`config.mk`:
```
export PLATFORM = sky130hd
export DESIGN_NAME = sntc_ldpc_dec_ctrl_flat
export DESIGN_NICKNAME = d
export VERILOG_FILES = /design/src/rtl/sntc_ldpc_dec_ctrl_if.sv /design/src/rtl/sntc_ldpc_dec_ctrl.sv /design/src/flat_wrapper.sv
export SDC_FILE = /design/constraint.sdc
export NUM_CORES = 1
export LEC_CHECK = 0
export CAP_MARGIN = 20
export CORE_UTILIZATION = 50
export DETAILED_ROUTE_END_ITERATION = 8
export HOLD_SLACK_MARGIN = 0.05
export PLACE_DENSITY_LB_ADDON = 0.12
export REMOVE_ABC_BUFFERS = 1
export SKIP_CTS_REPAIR_TIMING = 1
export SYNTH_ARGS = -nofsm -noshare
export SYNTH_HDL_FRONTEND = slang
export SYNTH_SLANG_ARGS = --single-unit
```
`constraint.sdc`:
```
create_clock -name clk -period 4.34 [get_ports clk]
set_clock_uncertainty 0.1 [all_clocks]
set_input_delay 0.651 -clock clk [delete_from_list [all_inputs] [get_ports clk]]
set_output_delay 0.651 -clock clk [all_outputs]
set_load 0.01 [all_outputs]
```
`src/rtl/sntc_ldpc_dec_ctrl_if.sv`:
```
// sntc_ldpc_dec_ctrl_if: frame-request and result handshakes between host logic and the decode controller
interface sntc_ldpc_dec_ctrl_if #(parameter int CYC_W = 16);
  logic             frm_valid;
  logic             frm_ready;
  logic             res_valid;
  logic             res_ready;
  logic [1:0]       res_status;
  logic [CYC_W-1:0] res_cycles;
  modport master (output frm_valid, res_ready, input frm_ready, res_valid, res_status, res_cycles);
  modport slave  (input frm_valid, res_ready, output frm_ready, res_valid, res_status, res_cycles);
endinterface

```
`src/rtl/sntc_ldpc_dec_ctrl.sv`:
```
// sntc_ldpc_dec_ctrl: per-codeword sequencer for the LDPC decoder with watchdog and pass/fail statistics
module sntc_ldpc_dec_ctrl #(
  parameter int CYC_W    = 16,
  parameter int CNT_W    = 16,
  parameter int MASK_CYC = 2
) (
  input  logic                 clk,
  input  logic                 clr,
  sntc_ldpc_dec_ctrl_if.slave  bus,
  output logic                 q_load,
  output logic                 start_dec,
  input  logic                 converged_loops_ended,
  input  logic                 converged_pass_fail,
  input  logic                 syn_valid_cword_dec,
  input  logic                 abort,
  input  logic [CYC_W-1:0]     timeout_cfg,
  output logic                 dec_busy,
  input  logic                 cnt_clr,
  output logic [CNT_W-1:0]     pass_cnt,
  output logic [CNT_W-1:0]     fail_cnt
);
  typedef enum logic [2:0] {IDLE, LOAD, START, RUN, DONE} state_t;
  localparam logic [CYC_W-1:0] MASK = CYC_W'(MASK_CYC);
  state_t           st, nxt;
  logic [CYC_W-1:0] cyc, cyc_p1, cyc_sat, res_cycles_q;
  logic [1:0]       res_status_q, term_st;
  logic             term, live;
  assign cyc_p1  = cyc + CYC_W'(1);
  assign cyc_sat = &cyc ? cyc : cyc_p1;
  assign live    = cyc >= MASK;
  // termination decision for the current RUN cycle; stale decoder status is ignored until the mask expires
  always_comb begin
    term    = abort | (live & (converged_loops_ended | syn_valid_cword_dec)) |
              (timeout_cfg != '0 && cyc_p1 == timeout_cfg);
    term_st = abort ? 2'b11 :
              (live & converged_loops_ended) ? {1'b0, ~converged_pass_fail} :
              (live & syn_valid_cword_dec) ? 2'b00 : 2'b10;
  end
  // state register
  always_ff @(posedge clk)
    st <= clr ? IDLE : nxt;
  // next-state logic
  always_comb begin
    nxt = st == IDLE  ? (bus.frm_valid ? LOAD : IDLE) :
          st == LOAD  ? START :
          st == START ? RUN :
          st == RUN   ? (term ? DONE : RUN) :
          (bus.res_ready ? IDLE : DONE);
  end
  // state-decoded outputs
  always_comb begin
    bus.frm_ready = st == IDLE;
    q_load        = st == LOAD;
    start_dec     = st == START;
    bus.res_valid = st == DONE;
    dec_busy      = st == LOAD || st == START || st == RUN;
  end
  // run-cycle counter and result capture on termination
  always_ff @(posedge clk) begin
    if (clr) begin
      cyc          <= '0;
      res_status_q <= '0;
      res_cycles_q <= '0;
    end else begin
      cyc <= st == START ? '0 : st == RUN ? cyc_sat : cyc;
      if (st == RUN && term) begin
        res_status_q <= term_st;
        res_cycles_q <= cyc_sat;
      end
    end
  end
  assign bus.res_status = res_status_q;
  assign bus.res_cycles = res_cycles_q;
  // saturating statistics; a clear wins over a coincident increment, aborts are not counted
  always_ff @(posedge clk) begin
    if (clr || cnt_clr) begin
      pass_cnt <= '0;
      fail_cnt <= '0;
    end else if (st == RUN && term) begin
      if (term_st == 2'b00 && !(&pass_cnt)) pass_cnt <= pass_cnt + CNT_W'(1);
      if ((term_st == 2'b01 || term_st == 2'b10) && !(&fail_cnt)) fail_cnt <= fail_cnt + CNT_W'(1);
    end
  end
endmodule

```
`src/flat_wrapper.sv`:
```
// flat-port wrapper written by rule: the top's interface ports become plain ports
module sntc_ldpc_dec_ctrl_flat 
#(
  parameter int CYC_W    = 16,
  parameter int CNT_W    = 16,
  parameter int MASK_CYC = 2
)
  (clk, clr, q_load, start_dec, converged_loops_ended, converged_pass_fail, syn_valid_cword_dec, abort, timeout_cfg, dec_busy, cnt_clr, pass_cnt, fail_cnt, bus_frm_valid, bus_res_ready, bus_frm_ready, bus_res_valid, bus_res_status, bus_res_cycles);
  sntc_ldpc_dec_ctrl_if #(.CYC_W(CYC_W)) bus_i ();
  input  logic clk;
  input  logic clr;
  output logic q_load;
  output logic start_dec;
  input  logic converged_loops_ended;
  input  logic converged_pass_fail;
  input  logic syn_valid_cword_dec;
  input  logic abort;
  input  logic [CYC_W-1:0] timeout_cfg;
  output logic dec_busy;
  input  logic cnt_clr;
  output logic [CNT_W-1:0] pass_cnt;
  output logic [CNT_W-1:0] fail_cnt;
  input wire logic [$bits(bus_i.frm_valid)-1:0] bus_frm_valid;
  input wire logic [$bits(bus_i.res_ready)-1:0] bus_res_ready;
  output wire logic [$bits(bus_i.frm_ready)-1:0] bus_frm_ready;
  output wire logic [$bits(bus_i.res_valid)-1:0] bus_res_valid;
  output wire logic [$bits(bus_i.res_status)-1:0] bus_res_status;
  output wire logic [$bits(bus_i.res_cycles)-1:0] bus_res_cycles;
  assign bus_i.frm_valid = bus_frm_valid;
  assign bus_i.res_ready = bus_res_ready;
  assign bus_frm_ready = bus_i.frm_ready;
  assign bus_res_valid = bus_i.res_valid;
  assign bus_res_status = bus_i.res_status;
  assign bus_res_cycles = bus_i.res_cycles;
  sntc_ldpc_dec_ctrl #(.CYC_W(CYC_W), .CNT_W(CNT_W), .MASK_CYC(MASK_CYC)) u_core (.clk(clk), .clr(clr), .bus(bus_i), .q_load(q_load), .start_dec(start_dec), .converged_loops_ended(converged_loops_ended), .converged_pass_fail(converged_pass_fail), .syn_valid_cword_dec(syn_valid_cword_dec), .abort(abort), .timeout_cfg(timeout_cfg), .dec_busy(dec_busy), .cnt_clr(cnt_clr), .pass_cnt(pass_cnt), .fail_cnt(fail_cnt));
endmodule
```
# Yosys cells after proc, flatten, opt, wreduce, memory -nomap -nowiden
# Index checks and enable logic that the tools add are counted.
totals:
  wordCells: 54
  inputBits: 25
  ff_bits: 69
op_classes:
  order_cmp: 1
  add_sub_neg: 3
  muxes: 11
  n_eq_ne: 7
  bitwise_logic: 7
  n_reduce_logical: 19
ops:
  columns: ["op", "count"]
  rows:
  - ["16-bit by 1-bit adder with 16-bit output, second input constant", 3]
  - ["16-bit AND reduction", 3]
  - ["3-bit two-way mux", 6]
  - ["16-bit equality test", 1]
  - ["16-bit by 2-bit greater-or-equal comparator with 1-bit output, second input constant", 1]
  - ["16-bit two-way mux", 1]
  - ["16-bit nonzero test", 1]
  - ["3-bit by 2-bit equality test with 1-bit output, second input constant", 2]
  - ["2-bit two-way mux", 3]
  - ["1-bit logical AND", 4]
  - ["1-bit logical OR", 4]
  - ["2-bit AND reduction", 2]
  - ["1-bit AND", 3]
  - ["3-bit by 1-bit equality test with 1-bit output, second input constant", 1]
  - ["3-bit equality test, second input constant", 1]
  - ["3-bit logical NOT", 1]
  - ["1-bit bitwise OR", 3]
  - ["2-bit by 1-bit equality test with 1-bit output, second input constant", 1]
  - ["2-bit equality test, second input constant", 1]
  - ["1-bit logical NOT", 2]
  - ["2-bit logical NOT", 1]
  - ["2-bit OR reduction", 1]
  - ["1-bit two-way mux", 1]
  - ["1-bit NOT", 1]

# Longest topological paths before layout
# Gate-level depths: netlist of the first run.
depth:
  depth_word: 9
  mapped_depth: 14
  mapped_depth_nobuf: 11

# Worst setup path after synthesis of the first run
# OpenSTA, ideal clock, no wires.
synth_timing:
  path_type: "register -> register"
  startpoint: "register u_core.cyc[1]"
  endpoint: "register u_core.fail_cnt[12]"
  arrival_time_ns: 3.086
  path_stages_with_launch: 12
  n_path_buf: 2
  required_ns: 4.170
  path_slack_ns: 1.084
  setup_time_ns: 0.070
  path_cell_list: "dfxtp_1 ha_1 nand3_4 nor4_4 or3b_1 o211ai_1 or4b_1 o31a_1 buf_6 buf_6 or4_1 a21oi_1"
synth_between:
  elab_chain_cells: 9
  word_cells_on_any_way: 18
  classes_between: "add/sub (1); order compare (1); eq/ne (3); mux (3); bitwise (5); reduce/logical (5)"
synth_rtl:
  columns: ["element", "line_no", "text"]
  rows:
  - ["from (decl)", "sntc_ldpc_dec_ctrl.sv:25", "logic [CYC_W-1:0] cyc, cyc_p1, cyc_sat, res_cycles_q;"]
  - ["from (signal assigned)", "sntc_ldpc_dec_ctrl.sv:65", "cyc <= st == START ? '0 : st == RUN ? cyc_sat : cyc;"]
  - ["16-bit by 2-bit greater-or-equal comparator with 1-bit output", "sntc_ldpc_dec_ctrl.sv:30", "assign live = cyc >= MASK;"]
  - ["1-bit AND", "sntc_ldpc_dec_ctrl.sv:37", "(live & syn_valid_cword_dec) ? 2'b00 : 2'b10;"]
  - ["2-bit two-way mux", "sntc_ldpc_dec_ctrl.sv:37", null]
  - ["2-bit two-way mux", "sntc_ldpc_dec_ctrl.sv:36", "(live & converged_loops_ended) ? {1'b0, ~converged_pass_fail} :"]
  - ["2-bit two-way mux", "sntc_ldpc_dec_ctrl.sv:35", "term_st = abort ? 2'b11 :"]
  - ["2-bit by 1-bit equality test with 1-bit output / 2-bit equality test (equally long branches)", "sntc_ldpc_dec_ctrl.sv:81", "if ((term_st == 2'b01 || term_st == 2'b10) && !(&fail_cnt)) fail_cnt <= fail_cnt + CNT_W'(1);"]
  - ["1-bit logical OR", "sntc_ldpc_dec_ctrl.sv:81", null]
  - ["1-bit logical AND", "sntc_ldpc_dec_ctrl.sv:81", null]
  - ["2-bit AND reduction (no source line) *", null, null]
  - ["to (signal assigned)", "sntc_ldpc_dec_ctrl.sv:81", null]
  - ["to (decl)", "sntc_ldpc_dec_ctrl.sv:20", "output logic [CNT_W-1:0] fail_cnt"]
# Mark *: on every way between the ends. The rest lies on a longest branch, timed or not.
# A chain may end at the register's enable or synchronous reset.

# Worst setup path in the final report of the first run
layout_timing:
  startpoint: "register u_core.cyc[0]"
  endpoint: "register u_core.fail_cnt[2]"
# The elaborated chain is that of the path after synthesis.

==> summary.txt, run 1 <==
Logic synthesis
  – Seq cells post-synth: 69
  – Syn Area/Cell: 7.96 um^2
  – Register area share after synthesis: 0.323
  – Synth Instances: 538
  – Synth Flop Type: dfxtp_1
  – FFs w/ async S/R, synth: 0
  – Synth top area share: 0.323
  – Synthesized area: approximately 0.0043 mm^2
  – Cell variety after synth: 52
  – EDFF count, synth: 0
  – Syn. warnings: 0
  – Top post-synthesis cells by area: dfxtp_1, a21oi_1, o31ai_1, or4_1, xnor2_1
  – Area leader, netlist: dfxtp_1

Drt
  – DRC: 0
  – Vias after detailed routing: 4391
  – Initial DRT Pass Iterations: 5
  – DR WL/cell: 16.4 um
  – Via/cell ratio: 6.29
  – Drt initial violations: around 170
  – Final ANT Viol Nets: 0
  – Drt total wl: 11.5 mm

Cells and area
  – Ratio of cells with drive above 1 in the final layout: 0.0641
  – P&R area growth vs syn: 22.7%
  – Finished Layout Cells: 698
  – FF/Latch Area: 0.00138 mm^2
  – Nets: 620
  – Fillers: 731
  – # diodes: 0
  – Area of the multi-input gates: 0.00265 mm^2

Place
  – Place WS: approximately 0.36 ns
  – Placed Cells: 683
  – HPWL Detailed: 7.90 mm
  – GP Congestion: 0.918
  – Number of port buffers: 79

Run status
  – Status: complete, no violations

Clock tree
  – TritonCTS clock tree: built
  – Root Driver: clkbuf_8
  – Worst-path clk slew: 0.07 ns
  – Clock sinks: 69
  – Worst-Skew Late Latency: 0.35 ns
  – TritonCTS Buffers: 9
  – H-Tree Depth: 3
  – Clock Path Buffers: 2

Worst setup path
  – Setup CP Type: reg2reg
  – Crit start category: flip-flop
  – Critical Path RT: 4.51 ns
  – Crit Path Max Fanout: 39
  – Worst setup startpoint: u_core.cyc[0]$_SDFFE_PP0P_
  – Setup crit end kind: flip-flop
  – Worst Path Arrival: 4.23 ns
  – Origin of the critical flop-to-flop path: u_core.cyc[0]$_SDFFE_PP0P_

STA
  – Final period utilization: 0.935
  – Fin. Hold Viols: 0
  – RSZ-0062 raised after global routing: false
  – Worst slew pin tran: slightly below 0.8 ns
  – Final setup margin: 0.283 ns
  – Setup TNS: 0 ns
  – Setup Viol. Count Final: 0
  – Highest clock rate: 246 MHz
  – Period minus WS final: 4.06 ns
  – Relative slew slack: 0.477
  – Final Max Slew Viols: 0

Global routing
  – Pin count of the biggest net entering global routing: 66
  – GRT overflow: 0
  – Initial antenna violation count: 0
  – Vias in the first global route: between 3000 and 4000
  – Global router's overall resource usage: 0.266
  – First-pass GRT wire length: approximately 19 mm

Floorplan
  – Site Rows: 33
  – Die area: 0.00894 mm^2
  – Ports: 80
  – Initial Utilization: 0.518
  – Die Width: 94.5 um
  – Chip height: 94.5 um
  – Placeable Area: 0.00826 mm^2

Job
  – Max-Cap Viols: 0

Worst hold path
  – Hold Crit Start: u_core.bus.res_cycles[0]$_SDFFE_PP0P_
  – Worst Hold Class: reg2reg

Power and ir drop
  – P_leak: 1.63 nW
  – VDD IR-drop max: 146 uV
  – Pwr dens: 244 mW/mm^2
-- sequential cells by signal, indices dropped and copies added, names as in the netlist --
name and cells:
u_core.fail_cnt 16, u_core.bus.res_cycles 16, u_core.st 3, u_core.cyc 16, u_core.pass_cnt 16, u_core.bus.res_status 2
-- worst max-delay path: stages (launching register included) --
cell and delay, ns:
dfxtp_1 0.51, ha_1 0.36, nand3_4 0.18, nor4_4 0.47
or3b_1 0.18, o211ai_1 0.08, or4b_1 0.59, o31a_2 0.57
buf_16 0.26, or4_1 0.49, a21oi_1 0.17
-- metal layers --
layer | share of wire | global-route usage
met1 | 0.44 | 0.342
met2 | 0.48 | 0.437
met4 | 0.016 | 0.0947
met3 | 0.065 | 0.0596
met5 | 0 | 0
-- area by class of cell --
class | instances | share of cell area
inverters | 4 | 0.00286
clock inverters | 2 | 0.00190
clock buffers | 12 | 0.0295
well taps | 105 | 0.0250
flip-flops and latches | 69 | 0.263
repair buffers | 92 | 0.173
multi-input cells | 414 | 0.505
-- logic make-up (layout without fill, tap and decap cells) --
group           after synthesis  count (layout)  share of synthesized area
xor+xnor                     33              33                     0.0707
compound gates              147             147                      0.209
fa+ha+maj                     5               5                     0.0146
flops                        69              69                      0.323
buf+inv                      55             110                     0.0590
simple gates                223             223                      0.309
mux                           6               6                     0.0143
-- metrics by stage --
step / utilization / power (mW) / cell area (um^2) / hold slack [ns]
after floorplan: - / 0.738 / 4040 / 0.388
after global placement: 0.613 / 0.823 / 5060 / 0.361
after detailed placement: 0.613 / 0.826 / 5060 / 0.367
after CTS: 0.633 / 1.29 / 5230 / 0.376
after global routing: 0.636 / 1.33 / 5260 / 0.417
final: 0.636 / 1.28 / 5260 / 0.374
-- where the power goes --
group,switching (mW),internal [mW]
clock network,0.237,0.231
registers,0.00677,0.640
logic,0.0964,0.0725
-- Yosys cell counts (all sizes together), types with 6 or more instances --
cell type and instances:
xor2 12, and2 6, or3 6, a21oi 76
o21ai 13, o31ai 28, dfxtp 69, clkbuf 33
a311oi 11, nor4 14, nand2 29, and4 7
or4 25, nand4 24, nand3 32, and3 15
nor2 23, buf 18, xnor2 20, nor3 24
-- final timing paths --
kind                                           endpoint  slack (ns)  depth (start not counted)
hold reg to reg   u_core.bus.res_cycles[0]$_SDFFE_PP0P_        0.37                          2
setup reg to reg        u_core.fail_cnt[2]$_SDFFE_PP0P_        0.28                         10
setup / recovery        u_core.fail_cnt[2]$_SDFFE_PP0P_        0.28                         10
hold / removal    u_core.bus.res_cycles[0]$_SDFFE_PP0P_        0.37                          2
-- layout by cell type (no fill, tap or decap), drive strengths merged, types with 3 or more instances in the layout --
cell type	Yosys	routed
a211oi	4	4
a21oi	76	76
a311oi	11	11
a31oi	4	4
and2	6	6
and3	15	15
and4	7	7
buf	18	13
clkbuf	33	12
clkdlybuf4s50	0	79
dfxtp	69	69
ha	5	5
inv	4	4
mux2i	5	5
nand2	29	29
nand2b	5	5
nand3	32	32
nand4	24	24
nor2	23	23
nor2b	5	5
nor3	24	24
nor4	14	14
o21a	3	3
o21ai	13	13
o31ai	28	28
or3	6	6
or4	25	25
xnor2	20	20
xor2	12	12
No activity file was read; power rests on OpenSTA's default activity.
==> run 2, diff against run 1 <==
==> constraint.sdc (replaced) <==
create_clock -name clk -period 4.3 [get_ports clk]
set_clock_uncertainty 0.1 [all_clocks]
set_input_delay 0.645 -clock clk [delete_from_list [all_inputs] [get_ports clk]]
set_output_delay 0.645 -clock clk [all_outputs]
set_load 0.01 [all_outputs]
==> summary.txt, run 2 (synthesis gave the netlist of run 1 again) <==
Global routing
  – GRT overflow: 0
  – Initial antenna violation count: 0
  – Vias in the first global route: 3803
  – Global router's overall resource usage: 0.256
  – First-pass GRT wire length: approximately 18 mm
  – Pin count of the biggest net entering global routing: 66

STA
  – Fin. Hold Viols: 0
  – Final Max Slew Viols: 0
  – Setup Viol. Count Final: 0
  – Highest clock rate: ~260 MHz
  – RSZ-0062 raised after global routing: false
  – Worst slew pin tran: 0.766 ns
  – Final period utilization: 0.881
  – Relative slew slack: 0.489
  – Setup TNS: 0 ns
  – Final setup margin: ~0.5 ns
  – Period minus WS final: 3.79 ns

Drt
  – Vias after detailed routing: 4400
  – DR WL/cell: 16.5 um
  – Drt initial violations: 236
  – Initial DRT Pass Iterations: 5
  – Final ANT Viol Nets: 0
  – Via/cell ratio: 6.29
  – Drt total wl: 11.5 mm
  – DRC: 0

Clock tree
  – H-Tree Depth: 3
  – Root Driver: clkbuf_8
  – TritonCTS clock tree: built
  – TritonCTS Buffers: 9
  – Worst-path clk slew: 0.08 ns
  – Clock Path Buffers: 2
  – Clock sinks: 69
  – Worst-Skew Late Latency: 0.34 ns

Worst setup path
  – Setup slack, reg-to-reg: 0.51 ns
  – Crit path to: u_core.pass_cnt[2]$_SDFFE_PP0P_
  – Origin of the critical flop-to-flop path: u_core.cyc[3]$_SDFFE_PP0P_
  – Most frequent CP cell: nand4_1
  – Worst setup startpoint: u_core.cyc[3]$_SDFFE_PP0P_
  – Slowest cell on crit path: dfxtp_1
  – Setup crit end kind: flip-flop
  – Critical Path RT: 4.47 ns
  – Crit start category: flip-flop
  – Worst Path Arrival: 3.96 ns
  – Crit Path Max Fanout: 62
  – R2r endpoint: u_core.pass_cnt[2]$_SDFFE_PP0P_
  – Setup CP Type: reg2reg
  – CP Cell Sequence: nand4_1, nor3_1, mux2_2, nor4_1, nand4_1, o31a_2, buf_12, or4_1, a21oi_1
  – Max incr delay on CP: 0.55 ns
  – Reg2Reg Depth: 9

Cells and area
  – Ratio of cells with drive above 1 in the final layout: 0.0672
  – Nets: 620
  – Most frequent cells in the layout: clkdlybuf4s50_1, a21oi_1, dfxtp_1
  – Commonest non-fill, non-tap cell in the layout: clkdlybuf4s50_1
  – P&R area growth vs syn: 23.6%
  – # diodes: 0

Place
  – Number of port buffers: 79
  – Place WS: ~0.32 ns
  – HPWL Detailed: 7.84 mm
  – GP Congestion: 0.930

Worst hold path
  – WHS Path Cells: 2
  – Worst Hold Class: reg2reg

Power and ir drop
  – P_leak: approximately 1.6 nW
  – VDD IR-drop max: ~150 uV
  – Pwr dens: 263 mW/mm^2

Floorplan
  – Site Rows: 33
  – Die Width: between 90 and 100 um
  – Die area: between 0.008 and 0.009 mm^2
  – Ports: 80
  – Initial Utilization: 0.518
  – Chip height: 94.5 um
  – Placeable Area: 0.00826 mm^2

Run status
  – Status: complete, no violations

Job
  – Max-Cap Viols: 0
[run 2: worst max-delay path: cells and delay by family (launching register included)]
kind | cells | cell delay, ns
simple gates | 5 | 1.84
compound gates | 2 | 0.64
flops | 1 | 0.55
mux | 1 | 0.39
buf+inv | 1 | 0.21
[run 2: worst min path at each step]
stage | start | to | slack (ns)
CTS | u_core.bus.res_cycles[1]$_SDFFE_PP0P_ | u_core.bus.res_cycles[1]$_SDFFE_PP0P_ | 0.38
detailed placement | u_core.bus.res_cycles[1]$_SDFFE_PP0P_ | u_core.bus.res_cycles[1]$_SDFFE_PP0P_ | 0.37
global route | u_core.fail_cnt[14]$_SDFFE_PP0P_ | u_core.fail_cnt[14]$_SDFFE_PP0P_ | 0.41
global placement | u_core.bus.res_cycles[0]$_SDFFE_PP0P_ | u_core.bus.res_cycles[0]$_SDFFE_PP0P_ | 0.36
floorplan | u_core.bus.res_cycles[0]$_SDFFE_PP0P_ | u_core.bus.res_cycles[0]$_SDFFE_PP0P_ | 0.39
finish | u_core.bus.res_cycles[0]$_SDFFE_PP0P_ | u_core.bus.res_cycles[0]$_SDFFE_PP0P_ | 0.38
[run 2: where the power goes]
| group | total, mW | switching (mW) | internal, mW |
|---|---|---|---|
| Combinational | 0.169 | 0.0964 | 0.0724 |
| Sequential | 0.653 | 0.00680 | 0.646 |
| Clock | 0.569 | 0.254 | 0.315 |
[run 2: per-layer routing]
| layer | vias to the layer above | part of all wire | GRT usage |
|---|---|---|---|
| li1 | 2140 | - | - |
| met1 | 2093 | 0.45 | 0.334 |
| met3 | 8 | 0.061 | 0.0346 |
| met5 | - | 0 | 0 |
| met2 | 159 | 0.48 | 0.428 |
| met4 | 0 | 0.0088 | 0.0997 |
[run 2: area by class of cell]
class | instances | area, um^2
tap | 105 | 131
clock inverter | 3 | 42.5
timing repair buffer | 92 | 901
sequential | 69 | 1380
inverter | 4 | 15.0
fill | 777 | 2960
multi-input combinational | 414 | 2650
clock buffer | 13 | 169
[run 2: stage by stage]
step / power (mW) / hold slack [ns] / std cells / instance area [um^2] / util
after detailed placement: 0.833 / 0.367 / 683 / 5060 / 0.613
after global routing: 1.44 / 0.414 / 700 / 5290 / 0.641
after floorplan: 0.745 / 0.388 / 487 / 4040 / -
after CTS: 1.39 / 0.378 / 699 / 5270 / 0.639
final: 1.39 / 0.379 / 700 / 5290 / 0.641
after global placement: 0.831 / 0.361 / 683 / 5060 / 0.613
==> RTL change (config.mk and constraints of run 2) <==
`CNT_W` is set to 16 in 2 places; all go to 32.
--- a/src/rtl/sntc_ldpc_dec_ctrl.sv
+++ b/src/rtl/sntc_ldpc_dec_ctrl.sv
@@ -2,5 +2,5 @@
 module sntc_ldpc_dec_ctrl #(
   parameter int CYC_W    = 16,
-  parameter int CNT_W    = 16,
+  parameter int CNT_W    = 32,
   parameter int MASK_CYC = 2
 ) (
--- a/src/flat_wrapper.sv
+++ b/src/flat_wrapper.sv
@@ -3,5 +3,5 @@
 #(
   parameter int CYC_W    = 16,
-  parameter int CNT_W    = 16,
+  parameter int CNT_W    = 32,
   parameter int MASK_CYC = 2
 )
Interface: changed (resized fail_cnt and pass_cnt); port bits go from 80 to 112. No check against the original RTL was run, so the function may have changed too.
==> RTL change against run 2 <==
  * Power is 46% higher
  * Sequential cell count is 32 higher
  * Non-clock buffer count is 35 higher
  * Count of clock-buffer cells in the layout is 1 lower
  * Setup slack worse by 0.21 ns
  * Via count is 40% higher
  * Wire length is 44% higher
  * First-iteration DRC count is 64% higher
  * Cell count is 37% higher
  * Synthesized area is 36% higher
  * Cell area is 37% higher
==> RTL change: results <==
[global_routing]
grt_pass1_vias = 5476
antenna_found_initial = 0
grt_pass1_wl_um = 26600
grtUsageTotal_pct = 28.2
grt_max_degree = 99

[timing]
worst_pin_slew_ns = 0.935
fin_worst_hold_slack_ns = 0.356
setup_tns_ns = 0
setup_ws_ns = 0.305

[synth]
ys_types = 60
synthTopCellsByArea = "dfxtp_1 (35%), a21oi_1 (6.8%), or3_1 (4.4%)"
netlist_top_cells_count = "dfxtp_1 (101), a21oi_1 (79), nor2_1 (55), nand2_1 (44), o21ai_0 (43)"
ys_warn_count = 0
avgSynthCellArea_um2 = 7.83
synth_seq_area_share_pct = 34.8
async_flop_share_pct = 0

[place]
hpwl_um = 11400
gp_congestion = 0.960
portBuffers = 111
post_dp_cell_area_um2 = 6960
pre_cts_ws_ns = 0.281
dpl.cell_count = 943

[final_layout]
drive_gt1_share_pct = 5.49
nFillCells = 979
multi_input_area_um2 = 3460
instances_no_fill = 959
nets = 845

[status]
status = "completed"

[setup_path]
path_max_fanout = 22
crit_end = "u_core.fail_cnt[23]"
startpoint = "u_core.cyc[1]"
cpPeakStageDelay_ns = 0.66
crit_slowest_cell = "or4_1"
reg2regPathDepth = 9
worstSetupPathType = "reg2reg"
arrival_ns = 4.17
rrSetupSlack_ns = 0.31

[clocking]
cts_buffer_depth = 2
cts_buffers = 9
clk_transition_reported_paths_ns = 0.07
root_buffer = "clkbuf_16"

[worst_hold_path]
min_to = "u_core.bus.res_cycles[12]"
hold_depth = 2
holdCritStartpoint = "u_core.bus.res_cycles[12]"

[routing]
vias = 6141
wire_per_inst_um = 17.3
initialDrtViolationCount = 387
firstDrtPassIters = 5

[power_and_ir_drop]
p_switching_uw = 521
ir_drop_mv = 0.286
leakage_nw = 2.18
## RTL change: cell types whose count changed after synthesis, moves of 8 or more
cell,change
or3_1,+35
dfxtp_1,+32
nor2_1,+32
o21ai_0,+30
nor3_1,-16
nand2_1,+15
clkbuf_1,+9
inv_1,+9
nand4_1,+8
o211ai_1,+8
## RTL change: logic make-up after synthesis
group | Yosys count | synth area share, %
simple gates | 321 | 31.6
flops | 101 | 34.8
mux | 5 | 0.905
fa+ha+maj | 5 | 1.08
xor+xnor | 24 | 3.62
buf+inv | 78 | 5.71
compound gates | 207 | 22.2
## RTL change: power by group through the flow
stage | registers, mW | logic, mW | clock network [mW]
final | 0.969 | 0.234 | 0.825
after global routing | 0.970 | 0.253 | 0.878
after CTS | 0.968 | 0.231 | 0.842
after detailed placement | 0.990 | 0.229 | 0
after global placement | 0.989 | 0.227 | 0
after floorplan | 0.987 | 0.115 | 0
## RTL change: cell type report
class	count	area share [%]
Clock buffer	12	3.39
Clock inverter	3	0.637
Inverter	14	0.723
Multi-Input combinational cell	562	47.6
Sequential cell	101	27.8
Tap cell	140	2.41
Timing Repair Buffer	127	17.4
## RTL change: worst reg2reg max path, stage by stage, from the launching register on
cell and delay (ns):
dfxtp_1 0.48, ha_1 0.33, nand3_2 0.29, or4_1 0.67, nand3b_1 0.13, nand4_1 0.18, or4_1 0.53, o21a_1 0.44
or4_1 0.59, a21oi_1 0.18
## RTL change: per-layer routing
metal	track usage (%)	up-vias	routed length, um
li1	-	2962	-
met2	48.4	237	8020
met4	9.62	0	362
met3	5.93	31	1100
met5	0	-	0
met1	34.9	2911	7130
